--- src/rtl/demux_1_to_2_reg_if.sv ---
// -----------------------------------------------------------------------------
// demux_1_to_2_reg_if
// Handshake bundle for the registered 1-to-2 demultiplexer.
//
// Signals:
//   demux_input  word to route            (producer -> demux)
//   demux_sel    destination select       (producer -> demux)
//   in_valid     input word valid         (producer -> demux)
//   in_ready     selected channel ready   (demux -> producer)
//   demux_out_0  channel 0 held word      (demux -> consumer 0)
//   out0_valid   channel 0 holds a word   (demux -> consumer 0)
//   out0_ready   consumer 0 takes word    (consumer 0 -> demux)
//   demux_out_1  channel 1 held word      (demux -> consumer 1)
//   out1_valid   channel 1 holds a word   (demux -> consumer 1)
//   out1_ready   consumer 1 takes word    (consumer 1 -> demux)
//
// Modports:
//   slave  - the demultiplexer itself
//   master - the surrounding producer/consumers
// -----------------------------------------------------------------------------
interface demux_1_to_2_reg_if #(
   parameter int DATA_WIDTH = 32
);
   logic [DATA_WIDTH-1:0] demux_input;
   logic                  demux_sel;
   logic                  in_valid;
   logic                  in_ready;
   logic [DATA_WIDTH-1:0] demux_out_0;
   logic                  out0_valid;
   logic                  out0_ready;
   logic [DATA_WIDTH-1:0] demux_out_1;
   logic                  out1_valid;
   logic                  out1_ready;

   modport slave (
      input  demux_input, demux_sel, in_valid, out0_ready, out1_ready,
      output in_ready, demux_out_0, out0_valid, demux_out_1, out1_valid
   );

   modport master (
      output demux_input, demux_sel, in_valid, out0_ready, out1_ready,
      input  in_ready, demux_out_0, out0_valid, demux_out_1, out1_valid
   );
endinterface

--- src/rtl/demux_1_to_2_reg.sv ---
// -----------------------------------------------------------------------------
// demux_1_to_2_reg
// Registered 1-to-2 demultiplexer. Steers one bus word into one of two
// 1-entry holding registers, each with its own valid/ready handshake, so a
// stalled consumer never blocks traffic to the other one.
//
// Ports:
//   clk           rising-edge clock
//   clr           synchronous active-low reset
//   bus           demux_1_to_2_reg_if.slave handshake bundle
//   xfer_count_0  channel 0 accept count (only with DEMUX_COUNT_EN)
//   xfer_count_1  channel 1 accept count (only with DEMUX_COUNT_EN)
//
// Optional feature macro: DEMUX_COUNT_EN adds the COUNT_WIDTH parameter and
// two wrapping per-channel accept counters. Without it they are absent.
// -----------------------------------------------------------------------------
module demux_1_to_2_reg #(
   parameter int DATA_WIDTH = 32
`ifdef DEMUX_COUNT_EN
   , parameter int COUNT_WIDTH = 16
`endif
) (
   input  logic                   clk,
   input  logic                   clr,
   demux_1_to_2_reg_if.slave      bus
`ifdef DEMUX_COUNT_EN
   , output logic [COUNT_WIDTH-1:0] xfer_count_0
   , output logic [COUNT_WIDTH-1:0] xfer_count_1
`endif
);

   typedef enum logic {
      EMPTY = 1'b0,
      FULL  = 1'b1
   } chan_state_t;

   chan_state_t           state_0;
   chan_state_t           state_1;
   logic [DATA_WIDTH-1:0] data_0;
   logic [DATA_WIDTH-1:0] data_1;

   logic accept_0;
   logic accept_1;
   logic drain_0;
   logic drain_1;

   assign bus.out0_valid  = (state_0 == FULL);
   assign bus.out1_valid  = (state_1 == FULL);
   assign bus.demux_out_0 = data_0;
   assign bus.demux_out_1 = data_1;

   // Ready follows the selected channel only; a full channel still accepts
   // when its consumer drains on the same edge (combinational ready path).
   always_comb begin
      bus.in_ready = 1'b0;
      if (bus.demux_sel) begin
         bus.in_ready = (state_1 == EMPTY) || bus.out1_ready;
      end else begin
         bus.in_ready = (state_0 == EMPTY) || bus.out0_ready;
      end
   end

   always_comb begin
      accept_0 = bus.in_valid && bus.in_ready && !bus.demux_sel;
      accept_1 = bus.in_valid && bus.in_ready &&  bus.demux_sel;
      drain_0  = (state_0 == FULL) && bus.out0_ready;
      drain_1  = (state_1 == FULL) && bus.out1_ready;
   end

   // Holding registers: an accept wins over a drain, so a simultaneous
   // drain and refill keeps the channel FULL with the new word.
   always_ff @(posedge clk) begin
      if (!clr) begin
         state_0 <= EMPTY;
         state_1 <= EMPTY;
         data_0  <= '0;
         data_1  <= '0;
      end else begin
         if (accept_0) begin
            data_0  <= bus.demux_input;
            state_0 <= FULL;
         end else if (drain_0) begin
            state_0 <= EMPTY;
         end

         if (accept_1) begin
            data_1  <= bus.demux_input;
            state_1 <= FULL;
         end else if (drain_1) begin
            state_1 <= EMPTY;
         end
      end
   end

`ifdef DEMUX_COUNT_EN
   // Accept counters wrap naturally at 2^COUNT_WIDTH.
   always_ff @(posedge clk) begin
      if (!clr) begin
         xfer_count_0 <= '0;
         xfer_count_1 <= '0;
      end else begin
         if (accept_0) xfer_count_0 <= xfer_count_0 + 1'b1;
         if (accept_1) xfer_count_1 <= xfer_count_1 + 1'b1;
      end
   end
`endif

endmodule

--- src/flat_wrapper.sv ---
// flat-port wrapper written by rule: the top's interface ports become plain ports
module demux_1_to_2_reg_flat 
#(
   parameter int DATA_WIDTH = 32

)
  (clk, clr, bus_demux_input, bus_demux_sel, bus_in_valid, bus_out0_ready, bus_out1_ready, bus_in_ready, bus_demux_out_0, bus_out0_valid, bus_demux_out_1, bus_out1_valid);
  demux_1_to_2_reg_if #(.DATA_WIDTH(DATA_WIDTH)) bus_i ();
  input  logic clk;
  input  logic clr;
  input wire logic [$bits(bus_i.demux_input)-1:0] bus_demux_input;
  input wire logic [$bits(bus_i.demux_sel)-1:0] bus_demux_sel;
  input wire logic [$bits(bus_i.in_valid)-1:0] bus_in_valid;
  input wire logic [$bits(bus_i.out0_ready)-1:0] bus_out0_ready;
  input wire logic [$bits(bus_i.out1_ready)-1:0] bus_out1_ready;
  output wire logic [$bits(bus_i.in_ready)-1:0] bus_in_ready;
  output wire logic [$bits(bus_i.demux_out_0)-1:0] bus_demux_out_0;
  output wire logic [$bits(bus_i.out0_valid)-1:0] bus_out0_valid;
  output wire logic [$bits(bus_i.demux_out_1)-1:0] bus_demux_out_1;
  output wire logic [$bits(bus_i.out1_valid)-1:0] bus_out1_valid;
  assign bus_i.demux_input = bus_demux_input;
  assign bus_i.demux_sel = bus_demux_sel;
  assign bus_i.in_valid = bus_in_valid;
  assign bus_i.out0_ready = bus_out0_ready;
  assign bus_i.out1_ready = bus_out1_ready;
  assign bus_in_ready = bus_i.in_ready;
  assign bus_demux_out_0 = bus_i.demux_out_0;
  assign bus_out0_valid = bus_i.out0_valid;
  assign bus_demux_out_1 = bus_i.demux_out_1;
  assign bus_out1_valid = bus_i.out1_valid;
  demux_1_to_2_reg #(.DATA_WIDTH(DATA_WIDTH)) u_core (.clk(clk), .clr(clr), .bus(bus_i));
endmodule
--- config.mk ---
export PLATFORM = sky130hd
export DESIGN_NAME = demux_1_to_2_reg_flat
export DESIGN_NICKNAME = d
export VERILOG_FILES = /design/src/rtl/demux_1_to_2_reg_if.sv /design/src/rtl/demux_1_to_2_reg.sv /design/src/flat_wrapper.sv
export SDC_FILE = /design/constraint.sdc
export NUM_CORES = 1
export LEC_CHECK = 0
export ABC_AREA = 1
export CORE_MARGIN = 10
export CORE_UTILIZATION = 46
export DETAILED_ROUTE_END_ITERATION = 10
export PLACE_DENSITY_LB_ADDON = 0.08
export SLEW_MARGIN = 20
export SYNTH_ARGS = -nofsm -noshare
export SYNTH_HDL_FRONTEND = slang
export SYNTH_SLANG_ARGS = --single-unit
--- constraint.sdc ---
create_clock -name clk -period 2.64 [get_ports clk]
set_clock_uncertainty 0.2 [all_clocks]
set_input_delay 0.528 -clock clk [delete_from_list [all_inputs] [get_ports clk]]
set_output_delay 0.528 -clock clk [all_outputs]
set_load 0.01 [all_outputs]
==> results.ini, run 1 <==
[clock_network]
post_cts_buffers = 0
cts_tree = yes
clk_latency_ns = 0.33
clock_path_buffers = 2
clkTransAtPathRegs_ns = 0.07
numCtsBuffers = 9
htree_num_levels = 3
cts_root_buf = clkbuf_8
holdBufCountCts = 0
cts_resized = 0
clock_sinks = 66

[setup_path]
crit_required_ns = 1.91
start_kind = primary input
cp_num_buf_inv = 2
r2r-start = u_core.bus.out0_valid$_SDFFE_PN0P_
worstSetupPathType = primary input to output port
cp.arrival_ns = 1.47
end_kind = output port
crit_path_cell_trace = clkdlybuf4s50_1 -> nor2_1 -> a31oi_1 -> dlymetal6s2s_1
crit_family = buffers and inverters
ff2ff_path_depth = 6
crit_slowest_cell = clkdlybuf4s50_1
worstReg2RegEnd = u_core.bus.demux_out_0[30]$_SDFFE_PN0P_
ff2ff_setup_slack_ns = 0.89
crit_fanout = 5
slowest_delay_ns = 0.55

[final_layout]
seq_area_sq_um = 1321
multi_input_area_sq_um = 1186
instances_no_fill = 730
drive_gt1_share_pct = 5.556
areaGrowthSynthToFinish_pct = 38.13
fillers = 666
finish.utilization_pct = 64.74
finalInstanceArea_sq_um = 4646
nNetsFinal = 663

[timing]
tightest_slew_ns = 0.5081
drv_slew = 0
min_period_ns = 2.202
relSlewSlack_pct = 66.12
whs_ns = 0.3057
rsz0062_at_grt = no
fmax_ghz = 0.4541
period_share_pct = 83.41
fin_ws_ns = 0.4381
finalSetupViolations = 0
finalHoldViolations = 0
setup_tns_ns = 0

[worst_hold_path]
hold_depth = 4
hold_class = register to register
hold_start = u_core.bus.demux_out_1[10]$_SDFFE_PN0P_
hold-path-endpoint = u_core.bus.demux_out_1[10]$_SDFFE_PN0P_

[synthesis]
yosysWarningCount = 0
netlist_instances = 530
yosysTopAreaCell = dfxtp_1
netlist_area_sq_um = 3363
synth_seq_cells = 66
yosysSeqAreaShare_pct = 39.29
yosys-top-cells-area = dfxtp_1 (39%), inv_1 (18%), nand2_1 (15%)
synth.top_cell.area_share_pct = 39.29
ys_types = 16
synth_nets = 568
avgSynthCellArea_sq_um = 6.346

[global_routing]
antenna_found_initial = 0
grt_pass1_vias = 3066
grt_pass1_wl_um = 14750
grt_overflow = 0
grt_max_degree = 41
track_usage_pct = 15.99

[routing]
drtAntennaViolNets = 0
viasPerCell = 4.434
drcViolationCount = 0
dr_total_vias = 3237
first_iter_violations = 121
wire_per_inst_um = 12.44
wl_um = 9082
dr.pass1.iters = 4

[die]
die_h_um = 105.5
core-area_sq_um = 7176
dieArea_sq_um = 11130
die_w_um = 105.5
io_pins = 105
start_util_pct = 46.87
row_count = 31

[power_and_ir_drop]
vdd_drop_max_mv = 0.2788
powerDensity_nw_per_um2 = 570.7
finalPower_mw = 2.651
leakagePower_nw = 2.448

[run_status]
run_status = completed

[placed_design]
dp_hpwl_um = 6340
post-place-ws_ns = 0.05254
placed_area_sq_um = 4407
numPortBuffers = 104
dp_cells = 713
place_congestion = 0.7863

[flow_run]
maxCapViolCount = 0

## report_power, final
group	total (mW)	switching [mW]	internal, mW
clock	1.02	0.392	0.627
combinational	0.529	0.267	0.262
sequential	1.10	0.0361	1.07
total	2.65	0.696	1.96
## flip-flops by register name (all words and copies together), names as in the netlist
register,flops
u_core.bus.out1_valid,1
u_core.bus.out0_valid,1
u_core.bus.demux_out_0,32
u_core.bus.demux_out_1,32
## cell usage after synthesis (all sizes together)
| master | n |
|---|---|
| a31oi | 1 |
| buf | 27 |
| clkbuf | 6 |
| dfxtp | 66 |
| inv | 165 |
| nand2 | 134 |
| nand3 | 2 |
| nand4 | 64 |
| nor2 | 65 |
## layout by cell type, fill, tap and decap left out
master and count:
inv_1 163, nand2_1 132, clkdlybuf4s50_1 101, dfxtp_1 66, nor2_1 65, nand4_1 64
buf_4 11, clkbuf_8 9, bufinv_16 3, nand2_2 2, clkbuf_1 2, buf_2 2
buf_12 2, diode_2 1, inv_2 1, a31oi_1 1, nand3_2 1, inv_4 1
nand3_4 1, clkinvlp_4 1, clkinv_2 1, dlymetal6s2s_1 1
## area by class of cell
class | count | area share, %
inverters | 165 | 13.39
clock buffers | 11 | 2.828
repair buffers | 117 | 24.89
multi-input cells | 266 | 25.53
clock inverters | 5 | 2.208
well taps | 99 | 2.666
flip-flops and latches | 66 | 28.44
diodes | 1 | 0.05386
## worst register-to-register path: cells and delay by family (launching register included)
kind / cells / cell delay, ns
DFF: 1 / 0.33
and+or+nand+nor: 4 / 0.77
buffers and inverters: 2 / 0.41
## kinds of logic after synthesis
| family | after synthesis | synth area share, % |
|---|---|---|
| compound gates | 1 | 0.1861 |
| simple gates | 265 | 35.08 |
| flops | 66 | 39.29 |
| buf+inv | 198 | 25.45 |
## per-layer routing
metal / track usage (%) / routed length [um] / share of wire, %
met5: 0 / 0 / 0
met3: 5.359 / 744 / 8.2
met1: 18.97 / 3953 / 44
met4: 6.383 / 79 / 0.87
met2: 26.09 / 4305 / 47
## worst max-delay path by stage
stage	start	to	depth (start not counted)
global placement	bus_demux_sel	bus_in_ready	4
CTS	bus_demux_sel	bus_in_ready	4
floorplan	bus_out0_ready	bus_in_ready	5
detailed placement	bus_demux_sel	bus_in_ready	4
finish	bus_demux_sel	bus_in_ready	4
global route	bus_demux_sel	bus_in_ready	4
(Power assumes the default switching activity.)
==> run 2, diff against run 1 <==
--- a/config.mk
+++ b/config.mk
@@ -7,7 +7,7 @@
 export LEC_CHECK = 0
 export ABC_AREA = 1
 export CORE_MARGIN = 10
-export CORE_UTILIZATION = 46
+export CORE_UTILIZATION = 42
 export DETAILED_ROUTE_END_ITERATION = 10
 export PLACE_DENSITY_LB_ADDON = 0.08
 export SLEW_MARGIN = 20
==> constraint.sdc (replaced) <==
create_clock -name clk -period 1.9 [get_ports clk]
set_clock_uncertainty 0.2 [all_clocks]
set_input_delay 0.38 -clock clk [delete_from_list [all_inputs] [get_ports clk]]
set_output_delay 0.38 -clock clk [all_outputs]
set_load 0.01 [all_outputs]
==> run 2 against run 1 <==
Final area barely moved. Critical path depth fell by 3. Clock power barely moved. Hold slack got worse by 0.045 ns. Core utilization fell by 4.9 points. Critical path type is now register to output port. Critical endpoint is now bus_demux_out_1[15]. Highest routed layer unchanged.
==> results.ini, run 2 (same netlist as run 1, synthesis figures left out) <==
[die]
start_util_pct = 43.30  ; -3.6 points
io_pins = 105  ; unchanged
dieArea_sq_um = 11990  ; +7.7%
core-area_sq_um = 7767  ; +8.2%
die_w_um = 109.5  ; +3.8%
die_h_um = 109.5  ; +3.8%
row_count = 32  ; +3.2%

[routing]
dr.pass1.iters = 6  ; +2
dr_total_vias = 3260  ; +0.71%
first_iter_violations = 126  ; +4.1%
drcViolationCount = 0  ; unchanged
viasPerCell = 4.423  ; -0.25%
wl_um = 9146  ; +0.70%
drtAntennaViolNets = 0  ; unchanged
wire_per_inst_um = 12.41  ; -0.25%

[setup_path]
crit_end = bus_demux_out_1[15]
ff2ff_setup_slack_ns = 0.34  ; -0.55 ns
crit_fanout = 2  ; -3
r2r-start = u_core.bus.out0_valid$_SDFFE_PN0P_
path_depth = 1  ; -3
crit_required_ns = 1.32  ; -0.59 ns
slowest_delay_ns = 0.56  ; about the same
crit_path_cell_trace = clkdlybuf4s50_1
start_kind = register
crit_family = buffers and inverters
cp_num_buf_inv = 1  ; -1
worstSetupPathType = register to output port
cp.arrival_ns = 1.25  ; -0.22 ns
worstReg2RegEnd = u_core.bus.demux_out_0[10]$_SDFFE_PN0P_
critPathLaunch = u_core.bus.demux_out_1[15]$_SDFFE_PN0P_
crit_slowest_cell = clkdlybuf4s50_1
ff2ff_path_depth = 7  ; +1
end_kind = output port

[power_and_ir_drop]
leakagePower_nw = 2.482  ; +1.4%
vdd_drop_max_mv = 0.3392  ; +22%
powerDensity_nw_per_um2 = 712.8  ; +25%
finalPower_mw = 3.314  ; +25%

[final_layout]
diodes = 0  ; -1
nNetsFinal = 668  ; +0.75%
final_cell_mix = inv_1 (162), nand2_1 (132), clkdlybuf4s50_1 (99), dfxtp_1 (66), nor2_1 (65)
multi_input_area_sq_um = 1186  ; unchanged
layout_commonest_cell = inv_1
seq_area_sq_um = 1321  ; unchanged
fillers = 801  ; +20%
drive_gt1_share_pct = 6.457  ; +0.90 points
finish.utilization_pct = 59.86  ; -4.9 points
finalInstanceArea_sq_um = 4649  ; about the same
areaGrowthSynthToFinish_pct = 38.24  ; about the same
instances_no_fill = 737  ; +0.96%

[global_routing]
track_usage_pct = 15.82  ; -0.17 points
grt_pass1_wl_um = 15110  ; +2.5%
grt_max_degree = 35  ; -15%
grt_pass1_vias = 3136  ; +2.3%
antenna_found_initial = 0  ; unchanged
grt_overflow = 0  ; unchanged

[timing]
fin_ws_ns = 0.07089  ; -0.3672 ns
fmax_ghz = 0.5467
setup_tns_ns = 0  ; unchanged
period_share_pct = 96.27
whs_ns = 0.2606  ; -0.04505 ns
min_period_ns = 1.829
finalHoldViolations = 0  ; unchanged
finalSetupViolations = 0  ; unchanged
tightest_slew_ns = 0.4276  ; -0.08057 ns
rsz0062_at_grt = no
relSlewSlack_pct = 71.50  ; +5.4 points
drv_slew = 0  ; unchanged

[clock_network]
numCtsBuffers = 9  ; unchanged
post_cts_buffers = 0  ; unchanged
clock_sinks = 66  ; unchanged
clock_path_buffers = 2  ; unchanged
htree_num_levels = 3  ; unchanged
clk_latency_ns = 0.34  ; about the same
clkTransAtPathRegs_ns = 0.06  ; about the same
cts_root_buf = clkbuf_8
cts_tree = yes

[placed_design]
dp_cells = 721  ; +1.1%
placed_area_sq_um = 4486  ; +1.8%
dp_hpwl_um = 6486  ; +2.3%
post-place-ws_ns = -0.3982  ; -0.4507 ns
place_congestion = 0.7945  ; +1.0%
numPortBuffers = 104  ; unchanged

[run_status]
run_status = completed

[flow_run]
maxCapViolCount = 0  ; unchanged

[worst_hold_path]
hold_class = primary input to register
hold_depth = 4  ; unchanged

-- run 2: routing by layer --
metal	share of wire, %	global-route usage [%]	routed length, um	vias to the layer above
met3	11	7.080	1014	11
met4	1.2	5.204	108	0
li1	-	-	-	1737
met5	0	0	0	-
met2	45	25.55	4155	91
met1	42	18.33	3867	1421
-- run 2: worst min path at each step --
stage / start / endpoint / slack, ns
finish: bus_in_valid / u_core.bus.demux_out_0[31]$_SDFFE_PN0P_ / 0.26
floorplan: u_core.bus.demux_out_0[0]$_SDFFE_PN0P_ / u_core.bus.demux_out_0[0]$_SDFFE_PN0P_ / 0.33
CTS: bus_in_valid / u_core.bus.demux_out_0[31]$_SDFFE_PN0P_ / 0.26
global placement: u_core.bus.demux_out_1[23]$_SDFFE_PN0P_ / u_core.bus.demux_out_1[23]$_SDFFE_PN0P_ / 0.29
detailed placement: u_core.bus.demux_out_1[9]$_SDFFE_PN0P_ / u_core.bus.demux_out_1[9]$_SDFFE_PN0P_ / 0.29
global route: bus_in_valid / u_core.bus.demux_out_1[31]$_SDFFE_PN0P_ / 0.27
-- run 2: timing repair --
| action | in CTS | in global routing |
|---|---|---|
| cloned | 0 | 0 |
| setup endpoints to repair | 1 | 4 |
| gates resized for setup | 5 | 3 |
| hold buffers | 0 | 0 |
-- run 2: layout make-up --
class                      count  share of cell area, %
sequential                    66                  28.42
multi-input combinational    266                  25.51
inverter                     165                  13.37
clock inverter                 3                 0.3229
clock buffer                  13                  3.202
tap                          102                  2.745
timing repair buffer         122                  26.43
-- run 2: power breakdown --
| part | total, mW | switching (mW) | internal, mW |
|---|---|---|---|
| Sequential | 1.53 | 0.0491 | 1.48 |
| Combinational | 0.752 | 0.374 | 0.378 |
| Clock | 1.03 | 0.526 | 0.504 |
==> run 3, diff against run 2 <==
--- a/config.mk
+++ b/config.mk
@@ -10,7 +10,6 @@
 export CORE_UTILIZATION = 42
 export DETAILED_ROUTE_END_ITERATION = 10
 export PLACE_DENSITY_LB_ADDON = 0.08
-export SLEW_MARGIN = 20
 export SYNTH_ARGS = -nofsm -noshare
 export SYNTH_HDL_FRONTEND = slang
 export SYNTH_SLANG_ARGS = --single-unit
==> results of run 3 <==
The final DEF is identical to that of run 2; final timing and power are the same.
